--- src/rtl/vm_pkg.sv ---
// vm_pkg: shared types and sizes for the vector mask writeback path.
package vm_pkg;
    localparam int VM_AW = 3;
    localparam int VM_DW = 128;
    localparam int VM_NREGS = 8;
    localparam int VM_WB_DEPTH = 8;
    typedef logic [VM_AW-1:0] vm_addr_t;
    typedef logic [VM_DW-1:0] vm_data_t;
    typedef struct packed {
        vm_addr_t wa;
        vm_data_t d;
    } vm_wb_t;
endpackage

--- src/rtl/vm_wb_fifo2.sv ---
// vm_wb_fifo2: in-order FIFO of writeback entries, up to two pushes and two pops per cycle.
module vm_wb_fifo2
    import vm_pkg::*;
#(
    parameter int DEPTH = VM_WB_DEPTH
) (
    input  logic                       clk,
    input  logic                       rst_n,
    input  logic                       i_clr,
    input  logic                       i_push0,
    input  logic                       i_push1,
    input  vm_wb_t                     i_d0,
    input  vm_wb_t                     i_d1,
    input  logic [1:0]                 i_pop,
    output vm_wb_t                     o_head0,
    output vm_wb_t                     o_head1,
    output logic [$clog2(DEPTH):0]     o_cnt,
    output logic [DEPTH-1:0]           o_slot_v,
    output vm_addr_t [DEPTH-1:0]       o_slot_wa
);
    localparam int PW = $clog2(DEPTH);
    vm_wb_t r_mem [DEPTH];
    logic [PW:0] r_wp, r_rp;
    logic [PW:0] r_cnt;
    logic [1:0] w_npush;
    logic [PW-1:0] w_wp1, w_rp1;
    assign w_npush = {1'b0, i_push0} + {1'b0, i_push1};
    assign w_wp1 = r_wp[PW-1:0] + PW'(1);
    assign w_rp1 = r_rp[PW-1:0] + PW'(1);
    assign o_head0 = r_mem[r_rp[PW-1:0]];
    assign o_head1 = r_mem[w_rp1];
    assign o_cnt = r_cnt;
    // A lone lane-1 push takes the next single slot, same as a lone lane-0 push.
    always_ff @(posedge clk) begin
        if (i_push0 | i_push1) r_mem[r_wp[PW-1:0]] <= i_push0 ? i_d0 : i_d1;
        if (i_push0 & i_push1) r_mem[w_wp1] <= i_d1;
    end
    always_ff @(posedge clk or negedge rst_n) begin
        if (!rst_n) begin
            r_wp <= '0;
            r_rp <= '0;
            r_cnt <= '0;
        end else if (i_clr) begin
            r_wp <= '0;
            r_rp <= '0;
            r_cnt <= '0;
        end else begin
            r_wp <= r_wp + (PW+1)'(w_npush);
            r_rp <= r_rp + (PW+1)'(i_pop);
            r_cnt <= r_cnt + (PW+1)'(w_npush) - (PW+1)'(i_pop);
        end
    end
    always_comb begin
        o_slot_v = '0;
        o_slot_wa = '0;
        for (int s = 0; s < DEPTH; s++) begin
            o_slot_v[s] = {1'b0, PW'(s) - r_rp[PW-1:0]} < r_cnt;
            o_slot_wa[s] = r_mem[s].wa;
        end
    end
endmodule

--- src/rtl/vm_wb_queue.sv ---
// vm_wb_queue: dual-lane writeback buffer feeding the mask register file's two write ports,
// with a pending-write scoreboard over queued and staged entries.
module vm_wb_queue
    import vm_pkg::*;
#(
    parameter int DEPTH = VM_WB_DEPTH,
    parameter int AW = VM_AW,
    parameter int DW = VM_DW
) (
    input  logic                   clk,
    input  logic                   rst_n,
    input  logic                   in0_v,
    input  logic [AW-1:0]          in0_wa,
    input  logic [DW-1:0]          in0_d,
    output logic                   in0_rdy,
    input  logic                   in1_v,
    input  logic [AW-1:0]          in1_wa,
    input  logic [DW-1:0]          in1_d,
    output logic                   in1_rdy,
    input  logic                   hold,
    input  logic                   flush,
    output logic                   wr0,
    output logic                   wr1,
    output logic [AW-1:0]          wa0,
    output logic [AW-1:0]          wa1,
    output logic [DW-1:0]          i0,
    output logic [DW-1:0]          i1,
    output logic [2**AW-1:0]       pend,
    output logic [$clog2(DEPTH):0] cnt
);
    localparam int CW = $clog2(DEPTH) + 1;
    logic r_rdy, r_wr0, r_wr1;
    logic [AW-1:0] r_wa0, r_wa1;
    logic [DW-1:0] r_i0, r_i1;
    logic w_enq0, w_enq1, w_two, w_one;
    logic [1:0] w_pop;
    logic [CW-1:0] w_cnt_nxt;
    vm_wb_t w_d0, w_d1, w_head0, w_head1;
    logic [DEPTH-1:0] w_slot_v;
    vm_addr_t [DEPTH-1:0] w_slot_wa;
    assign w_d0 = {in0_wa, in0_d};
    assign w_d1 = {in1_wa, in1_d};
    assign w_enq0 = in0_v & r_rdy & ~flush;
    assign w_enq1 = in1_v & r_rdy & ~flush;
    assign w_two = cnt >= CW'(2);
    assign w_one = cnt != '0;
    assign w_pop = (hold | flush) ? 2'd0 : w_two ? 2'd2 : {1'b0, w_one};
    assign w_cnt_nxt = flush ? '0 : cnt + CW'(w_enq0) + CW'(w_enq1) - CW'(w_pop);
    assign in0_rdy = r_rdy;
    assign in1_rdy = r_rdy;
    assign {wr0, wr1, wa0, wa1, i0, i1} = {r_wr0, r_wr1, r_wa0, r_wa1, r_i0, r_i1};
    vm_wb_fifo2 #(.DEPTH(DEPTH)) u_fifo (
        .clk      (clk),
        .rst_n    (rst_n),
        .i_clr    (flush),
        .i_push0  (w_enq0),
        .i_push1  (w_enq1),
        .i_d0     (w_d0),
        .i_d1     (w_d1),
        .i_pop    (w_pop),
        .o_head0  (w_head0),
        .o_head1  (w_head1),
        .o_cnt    (cnt),
        .o_slot_v (w_slot_v),
        .o_slot_wa(w_slot_wa)
    );
    // Ready is registered from next occupancy so it never depends on this cycle's valids.
    always_ff @(posedge clk or negedge rst_n) begin
        if (!rst_n) begin
            r_rdy <= 1'b0;
            {r_wr0, r_wr1, r_wa0, r_wa1, r_i0, r_i1} <= '0;
        end else begin
            r_rdy <= w_cnt_nxt <= CW'(DEPTH-2);
            r_wr0 <= ~(hold | flush) & w_one;
            r_wr1 <= ~(hold | flush) & w_two;
            if (!(hold | flush) && w_one) begin
                r_wa0 <= w_head0.wa;
                r_i0 <= w_head0.d;
            end
            if (!(hold | flush) && w_two) begin
                r_wa1 <= w_head1.wa;
                r_i1 <= w_head1.d;
            end
        end
    end
    always_comb begin
        pend = '0;
        for (int s = 0; s < DEPTH; s++)
            if (w_slot_v[s]) pend[w_slot_wa[s]] = 1'b1;
        if (r_wr0) pend[r_wa0] = 1'b1;
        if (r_wr1) pend[r_wa1] = 1'b1;
    end
endmodule

--- config.mk ---
export PLATFORM = sky130hd
export DESIGN_NAME = vm_wb_queue
export DESIGN_NICKNAME = d
export VERILOG_FILES = /design/src/rtl/vm_pkg.sv /design/src/rtl/vm_wb_fifo2.sv /design/src/rtl/vm_wb_queue.sv
export SDC_FILE = /design/constraint.sdc
export NUM_CORES = 2
export LEC_CHECK = 0
export CORE_UTILIZATION = 28
export CTS_CLUSTER_SIZE = 12
export DETAILED_ROUTE_END_ITERATION = 16
export PLACE_DENSITY_LB_ADDON = 0.12
export RECOVER_POWER = 50
export SLEW_MARGIN = 40
export SYNTH_ARGS = -nofsm -noshare
export SYNTH_HDL_FRONTEND = slang
export SYNTH_SLANG_ARGS = --single-unit
--- constraint.sdc ---
create_clock -name clk -period 10.75 [get_ports clk]
set_clock_uncertainty 0.1 [all_clocks]
set_input_delay 1.6125 -clock clk [delete_from_list [all_inputs] [get_ports clk]]
set_output_delay 1.6125 -clock clk [all_outputs]
set_load 0.005 [all_outputs]
# --- Word-level counts from Yosys, hierarchy flattened ---
# Memories as Yosys holds them, arrays and structs flattened. A register that Yosys moved wholly into a read port is not among the register bits.
# Cells that the tools add are included.
classes:
  addsub: 18
  n_lt_le_gt_ge: 30
  mux: 41
  bitwise: 20
  n_reduce_logical: 16
op_table:
  columns: ["op", "n"]
  rows:
  - ["$mux W131", 1]
  - ["$mux W8", 10]
  - ["$or A8 B8 Y8", 9]
  - ["$lt A3 B4 Y1 const B", 10]
  - ["$lt A3 B4 Y1", 8]
  - ["$demux W1 S3", 10]
  - ["$ge A3 B1 Y1 const B", 10]
  - ["$mux W4", 4]
  - ["$mux W1", 14]
  - ["$add A4 B2 Y4", 3]
  - ["$logic_and A1 B1 Y1", 12]
  - ["$sub A3 B3 Y3 const A", 4]
  - ["$add A4 B1 Y4", 2]
  - ["$sub A4 B2 Y4", 2]
  - ["$and A1 B1 Y1", 7]
  - ["$add A3 B1 Y3 const B", 2]
  - ["$sub A1 B3 Y3 const A", 2]
  - ["$sub A2 B3 Y3 const A", 2]
  - ["$ge A4 B2 Y1 const B", 1]
  - ["$le A4 B3 Y1 const B", 1]
  - ["$mux W2", 2]
  - ["$reduce_bool A4 Y1", 1]
  - ["$logic_not A1 Y1", 3]
  - ["$add A1 B1 Y2", 1]
  - ["2 further kinds", 4]
word_totals:
  reg_bits: 15
  ramBits: 1048
  inputBits: 268
  out_inout_bits: 278
  elab_cells: 132
  n_memories: 1
mem_list:
  columns: ["memory", "depth", "width", "rd", "rd_clocked_by_memory_dff", "write_ports", "line", "source"]
  rows:
  - ["u_fifo.r_mem", 8, 131, 10, 2, 2, "vm_wb_fifo2.sv:22", "vm_wb_t r_mem [DEPTH];"]

# --- Longest topological paths before layout ---
logic_depth:
  ltp_word: 23
  ltp_mapped: 14
  depth_no_buf: 12

# --- Cells and area by module ---
# A second synthesis with hierarchy kept.
hier_totals:
  cells_unflattened: 5992
  hier_area_um2: 71421.0
modules_own_cells:
  columns: ["mod", "instances", "cells_each", "area_each_um2", "seq_area_each_um2"]
  rows:
  - ["vm_wb_fifo2", 1, 5289, 60483.0, 31720.4]
  - ["vm_wb_queue", 1, 703, 10938.0, 6631.4]

# --- Least setup slack after synthesis ---
# No wires, ideal clock.
synth_path:
  path_kind: "input port to flip-flop"
  startpoint: "input port flush"
  endpoint: "memory u_fifo.r_mem[5][0] (netlist bit), enable pin"
  setup_ns: 0.802
  arrival_ns: 11.942
  t_required_ns: 9.848
  slack_ns: -2.094
  cell_stages: 7
  n_path_buf: 0
  path_cell_list: "nor2b_1 nand2_2 inv_1 ha_1 inv_2 or3_1 o21ai_0"
synth_lines:
  columns: ["item", "line", "source"]
  rows:
  - ["from (decl)", "vm_wb_queue.sv:21", "input logic flush,"]
  - ["to (decl)", "vm_wb_fifo2.sv:22", null]

==> impl_metrics.yaml <==
worst_setup_path:
  startpoint: "flush"
  worstPathMaxFanout: 57
  cp_common_cell: "inv_1"
  r2r_cells: 8
  cpMaxStageDelayCell: "clkbuf_1"
  worst-r2r-setup-slack_ns: 2.88
  start_kind: "input pin"
  crit_required_ns: 11.20
  r2r-end: "i1[50]"
  path_cells: "dlygate4sd3_1 -> nor2b_1 -> nand2_1 -> inv_1 -> ha_1 -> inv_1 -> nor3b_1 -> a21oi_1 -> clkbuf_1 -> clkbuf_2 -> mux2_2"
  worst_setup_path_end_kind: "register"
  reg2reg_from: "u_fifo.r_rp[0]"
  arrival_ns: 9.08
  crit_path_max_incr_delay_ns: 2.19
  path_class: "in2reg"
final_layout:
  fillCellCount: 24190
  area_growth_pct: 20.26
  fin_nets: 5084
  drive_gt1_frac: 0.3755
min_path:
  whs_path_depth: 2
  hold_start: "i0[122]"
  hold_end: "i0[122]"
  hp-class: "reg2reg"
sta:
  tightestPinTransition_ns: 4.876
  max_freq_mhz: 115.8
  setup_violations: 0
  fin_hold_ws_ns: 0.3697
  finalHoldViolCount: 0
  slew_headroom: -2.251
  grt_setup_unrepaired: "no"
  final_max_slew_viol_count: 1179
  setup_tns_ns: 0
  min_period_ns: 8.632
  fin_crit_sh: 0.8030
grt:
  grt_pass1_vias: 44630
  overflow: 0
  grt_first_pass_wirelength_um: 352500
  antenna_found_initial: 80
  globalRouteTotalUtil: 0.1923
  grt_max_degree: 139
logic_synthesis:
  postSynthCellCount: 4290
  synthArstFlopShare: 0.2079
  syn_avg_cell_area_um2: 16.46
  syn_area_um2: 70610
  ys_types: 58
  seq_area_frac_synth: 0.5431
  synthFlopType: "edfxtp_1"
  syn-num-nets: 4593
  ys_ff_latch: 1323
  synth_edf_count: 1048
  yosysWarnings: 0
clocking:
  cts_made_buffers: 166
  htreeDepth: 4
  cts_sinks: 1323
  cts-hold-fix-buffers: 0
  clock_latency_ns: 0.84
  postCtsSetupRepairBufs: 0
  postCtsResizedCells: 0
  clockBufferDepth: 3
  clock-root-buffer: "clkbuf_16"
  clk_pin_slew_ns: 0.05
  cts_tree: "yes"
pwr:
  leakagePower_nw: 28.47
  powerDensity_nw_per_um2: 218.7
  ir_worst_vdd_uv: 150.3
detailed_routing:
  drc: 0
  drtPass1Iterations: 5
  vias: 42430
  drt_iter0_drc: 3172
  ant_nets: 0
  avgRoutedWirePerCell_um: 29.94
  wirelength_um: 247700
  viasPerCell: 5.129
floorplanning:
  die_w_um: 504.2
  rows: 183
  coreArea_um2: 249600
  initial_core_util: 0.2829
  die_h_um: 504.2
  pin_count: 546
  die_area_um2: 254200
place:
  portBuffers: 545
  routabilityCongestion: 0.7834
  dpl.hpwl_um: 147800
status:
  outcome: "finished with violations"
  violations: "capacitance limit, slew limit"
run:
  maxCapViolations: 35
-- worst max path at each step --
| stage | to | slack [ns] | depth (start not counted) |
|---|---|---|---|
| after CTS | pend[3] | 3.90 | 9 |
| after global routing | u_fifo.r_mem[7][0] | 1.99 | 11 |
| after global placement | u_fifo.r_mem[1][67] | 3.90 | 11 |
| after floorplan | u_fifo.r_mem[3][0] | 0.95 | 7 |
| final | u_fifo.r_mem[7][122] | 2.12 | 11 |
| after detailed placement | u_fifo.r_mem[1][115] | 3.97 | 11 |
-- metal layers --
| metal | vias to the layer above | part of all wire | track usage |
|---|---|---|---|
| met5 | - | 0.0017 | 0 |
| met3 | 344 | 0.054 | 0.04059 |
| met4 | 68 | 0.019 | 0.04116 |
| met1 | 22540 | 0.46 | 0.2664 |
| li1 | 18320 | - | - |
| met2 | 1156 | 0.47 | 0.3081 |
-- state kept, by name, indices dropped and copies added, names as in the netlist --
signal / count
u_fifo.r_rp: 3
u_fifo.r_wp: 3
i0: 128
i1: 128
wr0: 1
in0_rdy: 1
wa0: 3
wr1: 1
wa1: 3
u_fifo.o_cnt: 4
u_fifo.r_mem: 1048
-- synthesized netlist by cell type (all sizes together), types with 14 or more instances --
master | instances | area (µm²)
a21oi | 16 | 110.1
nor2b | 15 | 93.84
o21ai | 271 | 1356
nor3 | 14 | 75.07
ha | 29 | 362.9
mux2 | 1048 | 11800
edfxtp | 1048 | 31470
dfrtp | 275 | 6882
mux4 | 524 | 11800
clkbuf | 76 | 285.3
mux2i | 262 | 2623
buf | 246 | 1430
nor2 | 30 | 112.6
inv | 39 | 146.4
nand2 | 279 | 1050
-- layout by cell type, fill, tap and decap left out, types with 16 or more instances in the layout --
cell	instances
buf_4	34
mux2_1	43
buf_6	16
o21ai_0	269
mux4_2	524
edfxtp_1	1048
nand2_1	279
clkbuf_8	33
diode_2	21
nor2_1	30
clkbuf_16	169
clkbuf_1	89
clkinv_2	16
ha_1	29
dfrtp_1	273
inv_1	37
mux2i_1	262
clkdlybuf4s50_1	273
dlygate4sd3_1	271
mux2_2	1005
-- where the power goes --
group / internal, mW / total, mW / switching [mW]
clock: 3.22 / 5.59 / 2.37
sequential: 6.40 / 6.95 / 0.557
combinational: 3.04 / 6.03 / 2.99
total: 12.7 / 18.6 / 5.92
-- worst max-delay path, delay by kind of cell --
family | cells | cell delay (ns)
mux | 1 | 0.46
buf+inv | 5 | 5.41
fa+ha+maj | 1 | 0.28
simple gates | 3 | 0.64
compound gates | 1 | 0.42
-- area by class of cell --
class                           count  area, µm²  share of cell area
Inverter                           39      166.4            0.001960
Sequential cell                  1323      38360              0.4517
Clock inverter                     48      460.4            0.005422
Tap cell                         3330       4167             0.04906
Clock buffer                      261       4905             0.05776
Timing Repair Buffer              645       6414             0.07553
Multi-Input combinational cell   2606      30400              0.3579
Antenna cell                       21      52.55           0.0006188
-- logic make-up after synthesis --
family,count (synthesis),share of synthesized area
AO/OA/AOI/OAI,354,0.02830
XOR/XNOR,11,0.001896
adder cells (fa/ha/maj),35,0.006840
buffers and inverters,361,0.02637
flip-flops,1323,0.5431
multiplexers,1834,0.3714
AND/OR/NAND/NOR,372,0.02206
-- stage by stage --
step	utilization	cell area (µm²)	worst slack, ns	cells	power, mW
6_report	0.3403	84920	2.118	8273	18.57
3_3_place_gp	0.3189	79600	3.898	7932	13.32
2_1_floorplan	-	70610	0.9453	4290	10.59
3_5_place_dp	0.3197	79780	3.975	7938	13.39
5_1_grt	0.3401	84880	1.988	8257	19.52
4_1_cts	0.3412	85140	3.896	8247	19.08
(Power assumes the default switching activity.)
